File: src/rtl/vga_pkg.sv
// Shared VGA timing constants for the 640x480@60 Hz display path.
// The board renderer imports H_VIS/V_VIS from here so both sides agree on the visible area.
package vga_pkg;

    localparam int unsigned RGB_W   = 10;
    localparam int unsigned COORD_W = 10;

    localparam int unsigned H_VIS  = 640;
    localparam int unsigned H_FP   = 16;
    localparam int unsigned H_SYNC = 96;
    localparam int unsigned H_BP   = 48;
    localparam int unsigned H_TOTAL      = H_VIS + H_FP + H_SYNC + H_BP;
    localparam int unsigned H_SYNC_START = H_VIS + H_FP;
    localparam int unsigned H_SYNC_END   = H_SYNC_START + H_SYNC;

    localparam int unsigned V_VIS  = 480;
    localparam int unsigned V_FP   = 10;
    localparam int unsigned V_SYNC = 2;
    localparam int unsigned V_BP   = 33;
    localparam int unsigned V_TOTAL      = V_VIS + V_FP + V_SYNC + V_BP;
    localparam int unsigned V_SYNC_START = V_VIS + V_FP;
    localparam int unsigned V_SYNC_END   = V_SYNC_START + V_SYNC;

endpackage

File: src/rtl/vga_pixel_tick.sv
// Pixel-rate divider: one pix_tick per PIX_DIV system clocks, plus the DAC pixel clock.
module vga_pixel_tick
    import vga_pkg::*;
#(
    parameter int unsigned PIX_DIV = 2
) (
    input  logic clk,
    input  logic resetn,
    output logic pix_tick,
    output logic vga_clk
);

    localparam int unsigned CntW = (PIX_DIV > 1) ? $clog2(PIX_DIV) : 1;
    localparam logic [CntW-1:0] CntLast = CntW'(PIX_DIV - 1);
    localparam logic [CntW-1:0] CntHalf = CntW'(PIX_DIV / 2);

    logic [CntW-1:0] cnt_q, cnt_d;

    always_comb begin
        pix_tick = (cnt_q == CntLast);
        cnt_d    = pix_tick ? '0 : cnt_q + 1'b1;
    end

    always_ff @(posedge clk or negedge resetn) begin
        if (!resetn) cnt_q <= '0;
        else         cnt_q <= cnt_d;
    end

    if (PIX_DIV == 1) begin : g_clk_inv
        logic en_q;
        always_ff @(posedge clk or negedge resetn) begin
            if (!resetn) en_q <= 1'b0;
            else         en_q <= 1'b1;
        end
        // DAC latches on the rising edge of ~clk, i.e. mid-way through each pixel.
        assign vga_clk = ~clk & en_q;
    end else begin : g_clk_div
        // Rises half a pixel after the stage-1 update so the DAC samples stable data.
        assign vga_clk = (cnt_q >= CntHalf);
    end

endmodule

File: src/rtl/vga_timing_ctrl.sv
// Raster counters plus a one-pixel registered output stage keeping sync, blank and colour aligned.
module vga_timing_ctrl
    import vga_pkg::*;
#(
    parameter int unsigned PIX_DIV = 2,
    parameter int unsigned H_VIS   = vga_pkg::H_VIS,
    parameter int unsigned H_FP    = vga_pkg::H_FP,
    parameter int unsigned H_SYNC  = vga_pkg::H_SYNC,
    parameter int unsigned H_BP    = vga_pkg::H_BP,
    parameter int unsigned V_VIS   = vga_pkg::V_VIS,
    parameter int unsigned V_FP    = vga_pkg::V_FP,
    parameter int unsigned V_SYNC  = vga_pkg::V_SYNC,
    parameter int unsigned V_BP    = vga_pkg::V_BP
) (
    input  logic               clk,
    input  logic               resetn,
    output logic [COORD_W-1:0] x,
    output logic [COORD_W-1:0] y,
    input  logic [RGB_W-1:0]   red,
    input  logic [RGB_W-1:0]   green,
    input  logic [RGB_W-1:0]   blue,
    output logic [RGB_W-1:0]   vga_r,
    output logic [RGB_W-1:0]   vga_g,
    output logic [RGB_W-1:0]   vga_b,
    output logic               vga_hs,
    output logic               vga_vs,
    output logic               vga_blank_n,
    output logic               vga_sync_n,
    output logic               vga_clk,
    output logic               frame_start
);

    localparam int unsigned HTotal = H_VIS + H_FP + H_SYNC + H_BP;
    localparam int unsigned VTotal = V_VIS + V_FP + V_SYNC + V_BP;

    localparam logic [COORD_W-1:0] HLast   = COORD_W'(HTotal - 1);
    localparam logic [COORD_W-1:0] VLast   = COORD_W'(VTotal - 1);
    localparam logic [COORD_W-1:0] HVis    = COORD_W'(H_VIS);
    localparam logic [COORD_W-1:0] VVis    = COORD_W'(V_VIS);
    localparam logic [COORD_W-1:0] HSyncSt = COORD_W'(H_VIS + H_FP);
    localparam logic [COORD_W-1:0] HSyncEn = COORD_W'(H_VIS + H_FP + H_SYNC);
    localparam logic [COORD_W-1:0] VSyncSt = COORD_W'(V_VIS + V_FP);
    localparam logic [COORD_W-1:0] VSyncEn = COORD_W'(V_VIS + V_FP + V_SYNC);

    logic pix_tick;

    vga_pixel_tick #(
        .PIX_DIV (PIX_DIV)
    ) u_pixel_tick (
        .clk      (clk),
        .resetn   (resetn),
        .pix_tick (pix_tick),
        .vga_clk  (vga_clk)
    );

    logic [COORD_W-1:0] h_q, h_d, v_q, v_d;
    logic [RGB_W-1:0]   r_q, r_d, g_q, g_d, b_q, b_d;
    logic               hs_q, hs_d, vs_q, vs_d, blank_n_q, blank_n_d;
    logic               h_last, v_last, vis;

    always_comb begin
        h_last = (h_q == HLast);
        v_last = (v_q == VLast);
        vis    = (h_q < HVis) && (v_q < VVis);

        h_d       = h_q;
        v_d       = v_q;
        r_d       = r_q;
        g_d       = g_q;
        b_d       = b_q;
        hs_d      = hs_q;
        vs_d      = vs_q;
        blank_n_d = blank_n_q;

        if (pix_tick) begin
            h_d = h_last ? '0 : h_q + 1'b1;
            if (h_last) v_d = v_last ? '0 : v_q + 1'b1;

            // Stage 1 decodes the coordinate currently on x/y, landing one pixel later.
            r_d       = vis ? red   : '0;
            g_d       = vis ? green : '0;
            b_d       = vis ? blue  : '0;
            hs_d      = !((h_q >= HSyncSt) && (h_q < HSyncEn));
            vs_d      = !((v_q >= VSyncSt) && (v_q < VSyncEn));
            blank_n_d = vis;
        end
    end

    always_ff @(posedge clk or negedge resetn) begin
        if (!resetn) begin
            h_q       <= '0;
            v_q       <= '0;
            r_q       <= '0;
            g_q       <= '0;
            b_q       <= '0;
            hs_q      <= 1'b1;
            vs_q      <= 1'b1;
            blank_n_q <= 1'b0;
        end else begin
            h_q       <= h_d;
            v_q       <= v_d;
            r_q       <= r_d;
            g_q       <= g_d;
            b_q       <= b_d;
            hs_q      <= hs_d;
            vs_q      <= vs_d;
            blank_n_q <= blank_n_d;
        end
    end

    assign x           = h_q;
    assign y           = v_q;
    assign vga_r       = r_q;
    assign vga_g       = g_q;
    assign vga_b       = b_q;
    assign vga_hs      = hs_q;
    assign vga_vs      = vs_q;
    assign vga_blank_n = blank_n_q;
    assign vga_sync_n  = 1'b0;
    assign frame_start = pix_tick & h_last & v_last;

endmodule

File: config.mk
export PLATFORM = sky130hd
export DESIGN_NAME = vga_timing_ctrl
export DESIGN_NICKNAME = d
export VERILOG_FILES = /design/src/rtl/vga_pkg.sv /design/src/rtl/vga_pixel_tick.sv /design/src/rtl/vga_timing_ctrl.sv
export SDC_FILE = /design/constraint.sdc
export NUM_CORES = 1
export LEC_CHECK = 0
export BUFFER_PORTS_ARGS = -buffer_cell sky130_fd_sc_hd__buf_4
export CAP_MARGIN = 15
export CORE_MARGIN = 10
export CORE_UTILIZATION = 50
export CTS_BUF_LIST = sky130_fd_sc_hd__clkbuf_8
export DETAILED_ROUTE_END_ITERATION = 8
export GPL_ROUTABILITY_DRIVEN = 0
export PLACE_DENSITY = 0.81
export SLEW_MARGIN = 20
export SYNTH_ARGS = -nofsm -noshare
export SYNTH_HDL_FRONTEND = slang
export SYNTH_HIERARCHICAL = 1
export SYNTH_SLANG_ARGS = --single-unit
File: constraint.sdc
create_clock -name clk -period 2.48 [get_ports clk]
set_input_delay 0.248 -clock clk [delete_from_list [all_inputs] [get_ports clk]]
set_output_delay 0.248 -clock clk [all_outputs]
set_load 0.01 [all_outputs]
==> tab_implementation.tex <==
\begin{tabular}{lr}
\hline
Metric & Value \\
\hline
\multicolumn{2}{l}{\textbf{Timing}} \\
\quad Smallest hold slack & around 0.15 ns \\
\quad Period Utilization, post-route & 83.7\% \\
\quad RSZ-0062 raised after global routing & false \\
\quad Final setup TNS & 0 ns \\
\quad Final-report hold violation count & 0 \\
\quad Maximum clock frequency & 482 MHz \\
\quad Max-Slew Margin vs Limit & 55.8\% \\
\quad Final Max Slew Viols & 0 \\
\quad Actual slew at the worst max-slew pin & 0.663 ns \\
\quad Count of endpoints failing setup in the final report & 0 \\
\quad Clock skew after layout & between 0.003 and 0.004 ns \\
\quad Clock period minus worst slack & $\sim$2.1 ns \\
\multicolumn{2}{l}{\textbf{Die}} \\
\quad Vertical extent of the die & 88.3 um \\
\quad Placeable core area & 4440 sq um \\
\quad I/O pin count & 88 \\
\quad Initial Utilization & between 50\% and 60\% \\
\quad Die boundary width & 88.3 um \\
\quad Die Outline Area & 7800 sq um \\
\quad Number of placement rows & 24 \\
\multicolumn{2}{l}{\textbf{Synthesis}} \\
\quad Leading post-synthesis cells by cell area & sky130\_fd\_sc\_hd\_\_dfrtp\_1 56\%, sky130\_fd\_sc\_hd\_\_a22o\_1 13\%, sky130\_fd\_sc\_hd\_\_o21ai\_0 2.6\% \\
\quad Cells after Synth & 197 \\
\quad Most frequent cell after synthesis & sky130\_fd\_sc\_hd\_\_dfrtp\_1 \\
\quad Count of flip-flops with a built-in enable after synthesis & 0 \\
\quad Number of nets produced by synthesis & roughly 230 \\
\quad Mapped cell area & 2330 sq um \\
\quad Dominant cell type by area after synthesis & sky130\_fd\_sc\_hd\_\_dfrtp\_1 \\
\quad Post-synthesis cell type count & 38 \\
\quad Fraction of the yosys area taken by sequential cells & 58.0\% \\
\quad Synth Flop Type & sky130\_fd\_sc\_hd\_\_dfrtp\_1 \\
\quad Mean post-synth cell area & 11.8 sq um \\
\quad Flip-flop and latch count after synthesis & 54 \\
\quad Portion of synthesized cell area occupied by the leading cell type & 55.8\% \\
\quad Yosys Warn Count & 6 \\
\quad Async SR Flop Fraction & 100\% \\
\quad Commonest cells in the netlist & 52 x sky130\_fd\_sc\_hd\_\_dfrtp\_1, 34 x sky130\_fd\_sc\_hd\_\_a22o\_1, 12 x sky130\_fd\_sc\_hd\_\_o21ai\_0 \\
\multicolumn{2}{l}{\textbf{Finish}} \\
\quad Final layout net count & 318 \\
\quad N\_diodes & 0 \\
\quad Share of final-layout standard cells stronger than drive strength 1 & 36.4\% \\
\quad Layout Area Growth over Synthesis & 33.6\% \\
\multicolumn{2}{l}{\textbf{Clock tree}} \\
\quad \# clock sinks & 54 \\
\quad Setup Buffers After CTS & 0 \\
\quad Root Driver & sky130\_fd\_sc\_hd\_\_clkbuf\_8 \\
\quad CTS HTree Levels & 2 \\
\quad Maximum clock path buffer count & 2 \\
\quad Total clock buffers created by CTS & 5 \\
\quad Source-to-sink clock delay at the later pin of the worst-skew pair & around 0.31 ns \\
\quad Clk slew on worst S/H paths & 0.10 ns \\
\quad CTS tree & done \\
\multicolumn{2}{l}{\textbf{Detailed routing}} \\
\quad Avg WL per Cell & 18.0 um \\
\quad TritonRoute pass-1 iters & 4 \\
\quad Initial drt markers & 78 \\
\quad Vias per cell & 5.65 \\
\quad Overall routed net length & $\sim$6.0 mm \\
\quad Final ANT Viol Nets & 0 \\
\quad DRC violation count after routing & 0 \\
\quad Total number of vias & 1894 \\
\multicolumn{2}{l}{\textbf{Job}} \\
\quad MaxCap Viol Count & 0 \\
\multicolumn{2}{l}{\textbf{Worst hold path}} \\
\quad Worst hold path class & input pin to flip-flop \\
\quad Hold depth & 2 \\
\quad Hold Crit Start & blue[4] \\
\quad End point of the worst hold path & vga\_b[4]\$\_DFFE\_PN0P\_ \\
\multicolumn{2}{l}{\textbf{Worst setup path}} \\
\quad Worst reg-to-reg setup slack & 0.67 ns \\
\quad Beginning of the worst register-to-register path & x[0]\$\_DFFE\_PN0P\_ \\
\quad Critical path type & flip-flop to primary output \\
\quad Path depth of the worst reg2reg path & 5 \\
\quad Critical path endpoint category & primary output \\
\quad Arrival time at the worst endpoint & 1.83 ns \\
\quad Required time of the worst setup path & 2.23 ns \\
\quad Startpoint kind of the worst setup timing path & flip-flop \\
\quad Largest driver fanout on the critical path & 6 \\
\quad Endpoint of the lowest-slack register-to-register path & y[2]\$\_DFFE\_PN0P\_ \\
\multicolumn{2}{l}{\textbf{Global routing}} \\
\quad Via count of the first global-routing pass & 1930 \\
\quad First-pass GRT wire length & 9.52 mm \\
\quad Global Route Usage Sum & 15.0\% \\
\quad Sum of overflow across all layers after global routing & 0 \\
\quad Initial antenna violation count & 0 \\
\quad Maximum number of pins on one net before global-route repair & 55 \\
\multicolumn{2}{l}{\textbf{Pwr}} \\
\quad Leak & 1.58 nW \\
\quad Areal power density over the cells & about 500 nW/um\^{}2 \\
\quad Worst IR drop on VDD & 0.434 mV \\
\multicolumn{2}{l}{\textbf{Placed design}} \\
\quad Number of buffers added on ports & 86 \\
\quad Detailed placer's ending HPWL & 4.43 mm \\
\multicolumn{2}{l}{\textbf{Run status}} \\
\quad Run status & complete, no violations \\
\hline
\end{tabular}
where the power goes:
part | switching (W) | internal, W | leakage, nW
clock network | 0.000290 | 0.000230 | 0.0514
registers | 0.0000149 | 0.000905 | 0.658
logic | 0.0000545 | 0.0000784 | 0.870
total | 0.000360 | 0.00121 | 1.58
metal layers:
metal / global-route usage [%] / vias up / part of all wire, %
met3: 5.06 / 6 / 8.6
met1: 18.8 / 931 / 44
met5: 0 / - / 0
met4: 4.11 / 0 / 0.63
met2: 24.2 / 62 / 46
li1: - / 895 / -
cell type report:
cell class                 count  area (sq um)
clock buffer                   6          82.6
tap                           52          65.1
fill                         368          1330
multi-input combinational    123           893
clock inverter                 2          17.5
sequential                    54          1350
inverter                       9          33.8
timing repair buffer          89           671
kinds of logic (layout without fill, tap and decap cells):
group	after synthesis	count (layout)	share of synthesized area (%)
AOI/OAI and AO/OA	57	57	18.4
DFF	54	54	58.0
and+or+nand+nor	54	54	14.9
buffers and inverters	20	106	3.75
xor gates and xnor gates	7	7	2.63
adders and majority gates	4	4	2.14
other	1	1	0.161
cell usage in the layout (no fill, tap or decap), drive strengths merged, types with 3 or more instances in the layout:
cell / n
buf: 88
a22o: 34
xnor2: 4
nand3: 7
nor2: 10
inv: 9
nand4: 5
ha: 4
a21oi: 4
o21ai: 12
nand2: 5
dfrtp: 52
or3: 3
and3: 7
clkbuf: 6
a21o: 3
xor2: 3
critical path: stages (launching register included):
cell                      delay, ns
sky130_fd_sc_hd__dfrtp_1       0.45
sky130_fd_sc_hd__inv_1         0.11
sky130_fd_sc_hd__ha_1          0.15
sky130_fd_sc_hd__nor4b_2       0.26
sky130_fd_sc_hd__nand3_1       0.27
sky130_fd_sc_hd__nor2_1        0.15
sky130_fd_sc_hd__buf_4         0.13
registers in the layout, indices dropped and copies added, names as in the netlist:
register               flops
u_pixel_tick/pix_tick      1
vga_b                     10
vga_blank_n                1
vga_g                     10
vga_hs                     1
vga_r                     10
vga_vs                     1
x                         10
y                         10
how the worst max path moves through the flow:
stage / from / endpoint / cells past startpoint
2_1_floorplan: y[0]$_DFFE_PN0P_ / y[7]$_DFFE_PN0P_ / 6
3_3_place_gp: y[5]$_DFFE_PN0P_ / vga_b[4]$_DFFE_PN0P_ / 4
3_5_place_dp: y[5]$_DFFE_PN0P_ / vga_g[0]$_DFFE_PN0P_ / 4
4_1_cts: y[0]$_DFFE_PN0P_ / frame_start / 6
5_1_grt: y[0]$_DFFE_PN0P_ / frame_start / 6
6_report: y[1]$_DFFE_PN0P_ / frame_start / 6
repair_timing:
item                                   CTS  global route
endpoints found under the hold margin   52             0
resized for setup                        0             0
hold buffers                             1             0
stage by stage:
stage | total power [W] | cell area (sq um) | std cells | setup WS [ns] | util, %
after detailed placement | 0.00107 | 3010 | 326 | 0.447 | 67.6
after CTS | 0.00160 | 3120 | 335 | 0.403 | 70.1
after global routing | 0.00164 | 3120 | 335 | 0.271 | 70.1
final | 0.00157 | 3120 | 335 | 0.404 | 70.1
after global placement | 0.00107 | 3010 | 326 | 0.495 | 67.6
after floorplan | 0.000970 | 2330 | 197 | 0.832 | -
(Power assumes the default switching activity.)
